<file path="config.mk">
export PLATFORM = sky130hd
export DESIGN_NAME = fft_stage_ctrl
export DESIGN_NICKNAME = d
export VERILOG_FILES = /design/src/rtl/fft_stage_ctrl.sv
export SDC_FILE = /design/constraint.sdc
export NUM_CORES = 1
export LEC_CHECK = 0
export ABC_AREA = 1
export ABC_CLOCK_PERIOD_IN_PS = 2300
export CORE_ASPECT_RATIO = 1.5
export CORE_UTILIZATION = 54
export CTS_CLUSTER_DIAMETER = 30
export DETAILED_ROUTE_END_ITERATION = 16
export PLACE_DENSITY = 0.79
export SYNTH_ARGS = -nofsm -noshare
export SYNTH_HDL_FRONTEND = slang
export SYNTH_SLANG_ARGS = --single-unit
</file>
<file path="constraint.sdc">
create_clock -name i_clk -period 2.3 [get_ports i_clk]
set_input_delay 0.345 -clock i_clk [delete_from_list [all_inputs] [get_ports i_clk]]
set_output_delay 0.345 -clock i_clk [all_outputs]
set_load 0.005 [all_outputs]
</file>
<file path="src/rtl/fft_stage_ctrl.sv">
// Stage/butterfly sequencer for the in-place radix-2 DIT FFT: ping-pong read
// addresses, twiddle index for the multiplier and delay-matched write-back addresses.
module fft_stage_ctrl #(
  parameter int SIZE_DATA_FI = 3,
  parameter int RD_LAT       = 1,
  parameter int MULT_LAT     = 5
) (
  input  logic                    i_clk,
  input  logic                    i_reset,
  input  logic                    i_start,
  output logic                    o_busy,
  output logic                    o_done,
  output logic [3:0]              o_stage,
  output logic                    o_bank,
  output logic                    o_rd_en,
  output logic [SIZE_DATA_FI-1:0] o_rd_addr_a,
  output logic [SIZE_DATA_FI-1:0] o_rd_addr_b,
  output logic                    o_mult_en,
  output logic [15:0]             o_fi_deg,
  output logic                    o_wr_en,
  output logic [SIZE_DATA_FI-1:0] o_wr_addr_a,
  output logic [SIZE_DATA_FI-1:0] o_wr_addr_b
);

  localparam int L  = SIZE_DATA_FI;
  localparam int KW = L - 1;
  localparam int D  = RD_LAT + MULT_LAT;
  localparam logic [KW-1:0] K_LAST     = {KW{1'b1}};
  localparam logic [3:0]    STAGE_LAST = 4'(L - 1);
  localparam logic [3:0]    DRAIN_LAST = 4'(D - 1);

  typedef enum logic [1:0] {
    ST_IDLE  = 2'd0,
    ST_RUN   = 2'd1,
    ST_DRAIN = 2'd2,
    ST_DONE  = 2'd3
  } state_t;

  // Upper-wing address: insert a zero at bit position s of the butterfly counter.
  function automatic logic [L-1:0] wing_a(input logic [3:0] s, input logic [KW-1:0] k);
    logic [L-1:0] kw;
    logic [L-1:0] mask;
    kw   = {1'b0, k};
    mask = (L'(1) << s) - L'(1);
    return ((kw >> s) << (s + 4'd1)) | (kw & mask);
  endfunction

  function automatic logic [L-1:0] wing_b(input logic [3:0] s, input logic [KW-1:0] k);
    return wing_a(s, k) | (L'(1) << s);
  endfunction

  function automatic logic [KW-1:0] twiddle(input logic [3:0] s, input logic [KW-1:0] k);
    logic [KW-1:0] mask;
    mask = (KW'(1) << s) - KW'(1);
    return (k & mask) << (STAGE_LAST - s);
  endfunction

  state_t          state_r, state_nxt_s;
  logic [KW-1:0]   k_r, k_nxt_s;
  logic [3:0]      stage_r, stage_nxt_s;
  logic            bank_r, bank_nxt_s;
  logic [3:0]      dcnt_r, dcnt_nxt_s;
  logic            busy_r, done_r;
  logic            rd_en_nxt_s;
  logic [L-1:0]    a_nxt_s, b_nxt_s;
  logic [KW-1:0]   fi_nxt_s;

  logic [D:0]      v_sr;
  logic [L-1:0]    a_sr  [0:D];
  logic [L-1:0]    b_sr  [0:D];
  logic [KW-1:0]   fi_sr [0:RD_LAT];

  // Next-state logic: stage/butterfly walk with a fixed-length drain per stage.
  always_comb begin
    state_nxt_s = state_r;
    k_nxt_s     = k_r;
    stage_nxt_s = stage_r;
    bank_nxt_s  = bank_r;
    dcnt_nxt_s  = dcnt_r;
    case (state_r)
      ST_IDLE: begin
        if (i_start) begin
          state_nxt_s = ST_RUN;
          k_nxt_s     = {KW{1'b0}};
          stage_nxt_s = 4'd0;
          bank_nxt_s  = 1'b0;
        end else begin
          state_nxt_s = ST_IDLE;
        end
      end
      ST_RUN: begin
        if (k_r == K_LAST) begin
          state_nxt_s = ST_DRAIN;
          dcnt_nxt_s  = 4'd0;
        end else begin
          k_nxt_s = k_r + KW'(1);
        end
      end
      ST_DRAIN: begin
        if (dcnt_r == DRAIN_LAST) begin
          if (stage_r == STAGE_LAST) begin
            state_nxt_s = ST_DONE;
          end else begin
            state_nxt_s = ST_RUN;
            stage_nxt_s = stage_r + 4'd1;
            bank_nxt_s  = ~bank_r;
            k_nxt_s     = {KW{1'b0}};
          end
        end else begin
          dcnt_nxt_s = dcnt_r + 4'd1;
        end
      end
      ST_DONE: state_nxt_s = ST_IDLE;
      default: state_nxt_s = ST_IDLE;
    endcase
  end

  // Read-side values are computed from the next state so the read strobe is a flop.
  always_comb begin
    rd_en_nxt_s = (state_nxt_s == ST_RUN);
    a_nxt_s     = wing_a(stage_nxt_s, k_nxt_s);
    b_nxt_s     = wing_b(stage_nxt_s, k_nxt_s);
    fi_nxt_s    = twiddle(stage_nxt_s, k_nxt_s);
  end

  // FSM and status registers.
  always_ff @(posedge i_clk) begin
    if (i_reset) begin
      state_r <= ST_IDLE;
      k_r     <= {KW{1'b0}};
      stage_r <= 4'd0;
      bank_r  <= 1'b0;
      dcnt_r  <= 4'd0;
      busy_r  <= 1'b0;
      done_r  <= 1'b0;
    end else begin
      state_r <= state_nxt_s;
      k_r     <= k_nxt_s;
      stage_r <= stage_nxt_s;
      bank_r  <= bank_nxt_s;
      dcnt_r  <= dcnt_nxt_s;
      busy_r  <= (state_nxt_s != ST_IDLE);
      done_r  <= (state_nxt_s == ST_DONE);
    end
  end

  // Delay lines; the tap stages only load on a valid entry so outputs hold.
  always_ff @(posedge i_clk) begin
    if (i_reset) begin
      v_sr <= {(D + 1){1'b0}};
      for (int i = 0; i <= D; i++) begin
        a_sr[i] <= {L{1'b0}};
        b_sr[i] <= {L{1'b0}};
      end
      for (int i = 0; i <= RD_LAT; i++) begin
        fi_sr[i] <= {KW{1'b0}};
      end
    end else begin
      v_sr <= {v_sr[D-1:0], rd_en_nxt_s};
      if (rd_en_nxt_s) begin
        a_sr[0]  <= a_nxt_s;
        b_sr[0]  <= b_nxt_s;
        fi_sr[0] <= fi_nxt_s;
      end
      for (int i = 1; i <= D; i++) begin
        if (i < D || v_sr[i-1]) begin
          a_sr[i] <= a_sr[i-1];
          b_sr[i] <= b_sr[i-1];
        end
      end
      for (int i = 1; i <= RD_LAT; i++) begin
        if (i < RD_LAT || v_sr[i-1]) begin
          fi_sr[i] <= fi_sr[i-1];
        end
      end
    end
  end

  assign o_busy      = busy_r;
  assign o_done      = done_r;
  assign o_stage     = stage_r;
  assign o_bank      = bank_r;
  assign o_rd_en     = v_sr[0];
  assign o_rd_addr_a = a_sr[0];
  assign o_rd_addr_b = b_sr[0];
  assign o_mult_en   = v_sr[RD_LAT];
  assign o_fi_deg    = 16'(fi_sr[RD_LAT]);
  assign o_wr_en     = v_sr[D];
  assign o_wr_addr_a = a_sr[D];
  assign o_wr_addr_b = b_sr[D];

endmodule
</file>
# Yosys cells after proc, flatten, opt, wreduce, memory -nomap -nowiden
# Memory sizes are Yosys's and may differ from the RTL's.
# Index checks and enable logic that the tools add are counted.
# totals
inputBits,3
n_memories,3
regBits,22
output_inout_bits,38
mem_bits_rw,46
wordCells,112
# op_classes
n_shift,5
muxes,49
n_reduce_logical,6
eq_ne,13
n_bitwise,21
add_sub_neg,7
# memory_table
name,depth,width,rd,rd_clocked_by_memory_dff,write_ports,line,text
a_sr,7,3,7,0,7,69,logic [L-1:0] a_sr [0:D];
b_sr,7,3,7,0,7,70,logic [L-1:0] b_sr [0:D];
fi_sr,2,2,2,0,2,71,logic [KW-1:0] fi_sr [0:RD_LAT];
# op_table
op,count
$mux 3,14
$mux 4,5
$mux 2,9
$mux 1,16
$or 1x1->1,16
$pmux 4 s2,2
$add 4x1->4 const B,3
$ne 2x2->1 const B,5
$eq 2x2->1 const B,4
$pmux 2 s4,1
$or 3x3->3,2
$pmux 2 s3,1
$reduce_bool 2->1,3
$eq 2x1->1 const B,2
$eq 4x2->1 const B,1
$eq 4x3->1 const B,1
$reduce_and 4->1,1
$shl 1x4->2 const A,1
$shl 1x4->3 const A,1
$shl 2x4->2,1
$shl 3x4->3,1
$shr 2x4->3,1
$sub 2x4->4 const A,1
$and 2x3->3,1
other kinds (8),8

# Logic depth before layout (Yosys ltp)
# Gate-level depths: netlist (run 1).
# logic_depth
ltp_word,10
mapped_depth,18
mapped_depth_nobuf,18

# Least setup slack after synthesis (run 1)
# Ideal clock, no wire load.
# synth_path
path_type,register -> register
start,reg dcnt_r[1]
end,"mem b_sr[0][2] (netlist bit), data pin"
path_stages_with_launch,18
t_required_ns,2.047
arrival_time_ns,1.840
setup_ns,0.253
period_less_slack_ns,2.093
path_buffers,0
setup_slack_ns,0.207
cell_sequence,dfxtp_1 inv_1 ha_1 nand2_2 nor2_4 nand2_2 nand2_4 nand3_2 nand2_4 inv_2 ha_1 inv_1 nand3_1 nor2_1 nand2_1 nand2_1 nand2_1 nand2_1
# synth_rtl
item,line,text
"start, declared",62,"logic [3:0] dcnt_r, dcnt_nxt_s;"
"start signal, assigned",141,dcnt_r <= dcnt_nxt_s;
"end, declared",70,

==> impl_metrics.json, run 1 <==
{
  "status": "completed",
  "track_usage_pct": 18.7,
  "tns_ns": 0,
  "drtIter0Drc": 73,
  "synth_cell_types": 28,
  "dp.cells": 437,
  "syn_area_mm2": 0.00296,
  "fmax_mhz": 464,
  "synth.area.top_cells": "dfxtp_1, edfxtp_1, inv_1",
  "setup_viol": 0,
  "peakVddDrop_mv": 0.398,
  "vias": 2030,
  "total_power_mw": 2.46,
  "end_kind": "flop",
  "min_period_ns": 2.15,
  "place_ws_ns": -0.0148,
  "port_buffers": 26,
  "drive_above_1_share_pct": 16.8,
  "hold_viol": 0,
  "io_pins": 41,
  "cts_root_buffer": "clkbuf_8",
  "clk_latency_ns": 0.34,
  "cts.sinks": 68,
  "cts.clk_slew.worst_paths_ns": 0.07,
  "grt_antenna_before_repair": 0,
  "power.density_mw_per_mm2": 713,
  "die-area_mm2": 0.00580,
  "yosysWarnings": 0,
  "grt_pass1_wl_um": 8170,
  "hp-start": "b_sr[0][9]",
  "cts_max_path_buffers": 2,
  "grt_pass1_vias": 1987,
  "die-height_um": 92.7,
  "cts_buffers": 9,
  "postSynthAreaPerCell_um2": 8.35,
  "required_ns": 2.48,
  "timing.rr.start": "dcnt_r[1]",
  "grt_start_max_net_pins": 53,
  "final_cells": 455,
  "ys_ff_latch": 68,
  "n_antenna_cell": 0,
  "ys_seq_area_share_pct": 51.3,
  "core_area_mm2": 0.00520,
  "yosys.area.top_type": "dfxtp_1",
  "routed_wl_um": 4640,
  "grt_overflow": 0,
  "fp-row-count": 32,
  "cts.htree.levels": 3,
  "synth_top_area_share_pct": 35.1,
  "syn_to_final_growth_pct": 16.3,
  "setup_slack_ns": 0.147,
  "crit_start": "dcnt_r[1]",
  "cellLeakagePower_nw": 1.54,
  "place_congestion": 0.911,
  "fill_cells": 443,
  "hold_class": "reg -> reg",
  "finalCritPeriodShare_pct": 93.6,
  "die_w_um": 62.5,
  "hpwl_um": 3380,
  "dr.pass1.iters": 4,
  "drc_errors": 0,
  "startpoint_type": "flop",
  "cts_tree": "built",
  "finClkSkew_ns": 0.00769,
  "crit_fanout": 5,
  "maxCapViolCount": 0,
  "drt.antenna.violating_nets": 0,
  "critPathArrivalTime_ns": 2.34,
  "post_drt_wl_per_cell_um": 10.2,
  "path_class": "reg -> reg",
  "drt-vias-per-instance": 4.46,
  "syn_inst": 355,
  "start_util_pct": 56.9,
  "report.final.slew_viol_count": 0,
  "fin_nets": 390
}
==> layout make-up <==
| class | count | area [um2] | area share, % |
|---|---|---|---|
| clock buffers | 10 | 149 | 4.32 |
| clock inverters | 6 | 67.6 | 1.96 |
| inverters | 77 | 289 | 8.38 |
| multi-input cells | 189 | 992 | 28.8 |
| flip-flops and latches | 68 | 1520 | 44.2 |
| well taps | 68 | 85.1 | 2.47 |
| repair buffers | 37 | 343 | 9.94 |
==> critical path, cell delays in order, from the launching register on <==
cell,delay [ns]
dfxtp_1,0.33
inv_2,0.07
ha_4,0.13
nand2_2,0.07
nor2_4,0.17
nand2_2,0.09
nand2_4,0.09
nand3_2,0.09
nand2_4,0.07
inv_2,0.04
ha_1,0.18
nand3_1,0.14
nand2_2,0.08
nor3_2,0.19
nand3_2,0.11
nor2_1,0.14
==> kinds of logic after synthesis <==
group	after synthesis	share of synthesized area, %
other	1	0.127
flip-flops	68	51.3
AND/OR/NAND/NOR	151	24.7
adder cells (fa/ha/maj)	5	2.11
buffers and inverters	111	17.6
AO/OA/AOI/OAI	19	4.18
==> through the flow <==
stage / util (%) / hold slack, ns / instance area [um2]
detailed placement: 61.3 / 0.393 / 3190
global route: 66.3 / 0.416 / 3450
CTS: 65.5 / 0.400 / 3410
floorplan: - / 0.388 / 3010
finish: 66.3 / 0.397 / 3450
global placement: 61.3 / 0.388 / 3190
==> registers in the layout (all words and copies together), names as in the netlist <==
| name | cells |
|---|---|
| a_sr | 21 |
| k_r | 2 |
| o_stage | 4 |
| o_bank | 1 |
| o_done | 1 |
| state_r | 2 |
| v_sr | 7 |
| fi_sr | 4 |
| dcnt_r | 4 |
| o_busy | 1 |
| b_sr | 21 |
==> layer usage <==
metal	wire (um)	global-route usage (%)
met1	2020	19.8
met2	2340	31.7
met3	176	7.14
met4	106	10.1
met5	0	0
==> layout by cell type (no fill, tap or decap), types with 2 or more instances in the layout <==
cell type and instances:
inv_1 70, nor2_1 65, dfxtp_1 51, nand2_1 41, clkdlybuf4s50_1 26, edfxtp_1 16
conb_1 14, nand3_1 11, buf_4 11, nand2_2 10, clkbuf_8 9, inv_2 7
a21oi_1 6, nand3_2 5, nand4_1 4, nor3_1 4, ha_1 4, nor2_4 3
nand2_4 3, o21ai_1 3, a211oi_1 3, o21ai_0 3, nor2_8 2, nor2_2 2
clkinv_4 2
==> synthesized netlist by cell type, drive strengths merged <==
cell type,n
nand3,16
buf,28
a211oi,3
o211ai,1
a21oi,8
conb,1
nand2,54
inv,77
nor3,5
dfxtp,52
edfxtp,16
clkbuf,6
ha,5
nand4,4
o21ai,7
nor2,72
==> repair_timing <==
| action | 4_1_cts | 5_1_grt |
|---|---|---|
| gates resized for setup | 0 | 8 |
| endpoints found under the setup margin | 0 | 8 |
| setup buffers | 0 | 2 |
| hold buffers | 0 | 0 |
==> power breakdown <==
part           internal, mW  leakage (nW)  total, mW  switching, mW
combinational        0.0701         0.834      0.162         0.0915
sequential             1.26         0.592       1.28         0.0173
clock                 0.572         0.112       1.01          0.442
==> final timing paths <==
check,end,slack (ns),cells after the start
setup / recovery,fi_sr[0][0],0.15,15
hold reg to reg,b_sr[0][12],0.40,2
hold / removal,b_sr[0][12],0.40,2
setup reg to reg,fi_sr[0][0],0.15,15
Note: power is estimated with default switching activity, not from simulation.
==> run 2: changes to the inputs <==
--- a/config.mk
+++ b/config.mk
@@ -12,6 +12,7 @@
 export CTS_CLUSTER_DIAMETER = 30
 export DETAILED_ROUTE_END_ITERATION = 16
 export PLACE_DENSITY = 0.79
+export REMOVE_ABC_BUFFERS = 1
 export SYNTH_ARGS = -nofsm -noshare
 export SYNTH_HDL_FRONTEND = slang
 export SYNTH_SLANG_ARGS = --single-unit
==> run 2 against run 1 <==
  * Cell area shrank 0.44%
  * Via count is 1.7% higher
  * Sequential share of layout area is 0.27 points higher
==> impl_metrics.json, run 2 (synthesized netlist as in run 1, its figures left out) <==
{
  "mostFrequentLayoutCell": "inv_1",
  "cts.sinks": 68,
  "status": "completed",
  "dr.pass1.iters": 4,
  "track_usage_pct": 18.2,
  "port_buffers": 26,
  "crit_fanout": 7,
  "end_kind": "flop",
  "fp-row-count": 32,
  "crit_top_cell": "nand2_2",
  "crit_start": "dcnt_r[1]",
  "crit_cells": 18,
  "startpoint_type": "flop",
  "fin_nets": 389,
  "rr_worst_depth": 18,
  "die-area_mm2": 0.00580,
  "vias": 2065,
  "tightest_slew_ns": 0.506,
  "grt_pass1_vias": 1916,
  "drc_errors": 0,
  "peakVddDrop_mv": 0.532,
  "grt_antenna_before_repair": 0,
  "critical_path.max_stage_delay_ns": 0.33,
  "post_drt_wl_per_cell_um": 10.3,
  "hp-start": "i_reset",
  "die-height_um": 92.7,
  "hpwl_um": 3310,
  "path_class": "reg -> reg",
  "p_comb_share_pct": 6.5,
  "timing.rr.start": "dcnt_r[1]",
  "final_cell_mix": "inv_1, nor2_1, dfxtp_1",
  "io_pins": 41,
  "setup_slack_ns": 0.175,
  "drt.antenna.violating_nets": 0,
  "hold_class": "in -> reg",
  "clk_latency_ns": 0.35,
  "grt_pass1_wl_um": 7970,
  "cellLeakagePower_nw": 1.52,
  "hold_path_depth": 2,
  "syn_to_final_growth_pct": 15.8,
  "required_ns": 2.40,
  "crit_buf_inv": 3,
  "cts_hold_buf": 0,
  "place_congestion": 0.797,
  "tns_ns": 0,
  "report.final.slew_viol_count": 0,
  "maxCapViolCount": 0,
  "n_antenna_cell": 0,
  "drive_above_1_share_pct": 17.6,
  "post-route-util_pct": 66.0,
  "clockPowerShare_pct": 41.1,
  "finClkSkew_ns": 0.00882,
  "top_regs": "a_sr: 21 flops, b_sr: 21 flops, v_sr: 7 flops",
  "cts.htree.levels": 3,
  "drt-vias-per-instance": 4.55,
  "crit_slowest_cell": "dfxtp_2",
  "place_ws_ns": -0.0150,
  "grt_overflow": 0,
  "r2r_slack_ns": 0.18,
  "critPathArrivalTime_ns": 2.22,
  "netSwitchingFraction_pct": 24.4,
  "grt_start_max_net_pins": 53,
  "setup_viol": 0,
  "cts_max_path_buffers": 2,
  "fmax_mhz": 471,
  "start_util_pct": 56.9,
  "finalCritPeriodShare_pct": 92.4,
  "cts_tree": "built",
  "cts_buffers": 9,
  "core_area_mm2": 0.00520,
  "maxSlewHeadroom_pct": 66.3,
  "hold_viol": 0,
  "routed_wl_um": 4660,
  "drtIter0Drc": 81,
  "p_switching_uw": 599,
  "path_delay_family": "simple AND/OR/NAND/NOR gates",
  "seq_power_share_pct": 52.4,
  "die_w_um": 62.5,
  "endpoint": "b_sr[0][2]",
  "cts.clk_slew.worst_paths_ns": 0.07,
  "worstReg2RegEnd": "b_sr[0][2]",
  "p_int_mw": 1.85,
  "min_period_ns": 2.12,
  "path_cells": "inv_2 -> ha_4 -> nand2_2 -> nor2_4 -> nand2_2 -> nand2_4 -> nand3_2 -> nand2_4 -> inv_2 -> ha_1 -> inv_1 -> nand2_2 -> nand2_2 -> nor2_1 -> nand3_1 -> nand2_1 -> nand2_1 -> nand2_1",
  "power.density_mw_per_mm2": 713,
  "cts_root_buffer": "clkbuf_8"
}
[run 2: cell types whose count changed in the layout (fill, tap and decap cells not counted), moves of 2 or more]
cell	change
inv_6	+2
clkinv_4	-2
dfxtp_2	+2
dfxtp_1	-2
clkinvlp_4	+2
[run 2: final cells by class]
type                            instances  area [um2]
Multi-Input combinational cell        189         997
Tap cell                               68        85.1
Inverter                               77         289
Clock inverter                          7        82.6
Sequential cell                        68        1530
Fill cell                             423        1770
Timing Repair Buffer                   36         330
Clock buffer                            9         124
[run 2: power groups by stage]
stage	clock, mW	sequential [mW]	combinational (mW)
2_1_floorplan	0	1.31	0.0777
3_3_place_gp	0	1.31	0.154
3_5_place_dp	0	1.31	0.158
4_1_cts	1.03	1.28	0.159
5_1_grt	1.09	1.29	0.177
6_report	1.01	1.28	0.158
[run 2: stage by stage]
step	instances	hold slack [ns]	power (mW)	instance area [um2]
6_report	454	0.272	2.45	3430
5_1_grt	454	0.253	2.55	3430
4_1_cts	451	0.249	2.48	3380
3_5_place_dp	435	0.393	1.47	3170
3_3_place_gp	435	0.388	1.46	3170
2_1_floorplan	334	0.388	1.39	2780
[run 2: worst min path at each step]
| stage | end | slack, ns |
|---|---|---|
| 2_1_floorplan | a_sr[0][10] | 0.39 |
| 3_3_place_gp | b_sr[0][14] | 0.39 |
| 3_5_place_dp | a_sr[0][15] | 0.39 |
| 4_1_cts | v_sr[1] | 0.25 |
| 5_1_grt | v_sr[1] | 0.25 |
| 6_report | v_sr[1] | 0.27 |
[run 2: timing repair]
action	4_1_cts	5_1_grt
setup buffers	0	3
setup endpoints to repair	0	8
gates resized for setup	0	11
[run 2: routing by layer]
layer | global-route usage, % | up-vias | routed length [um]
met5 | 0 | - | 0
met4 | 9.88 | 0 | 106
met3 | 4.80 | 10 | 189
met2 | 32.2 | 51 | 2430
met1 | 19.4 | 932 | 1940
li1 | - | 1072 | -
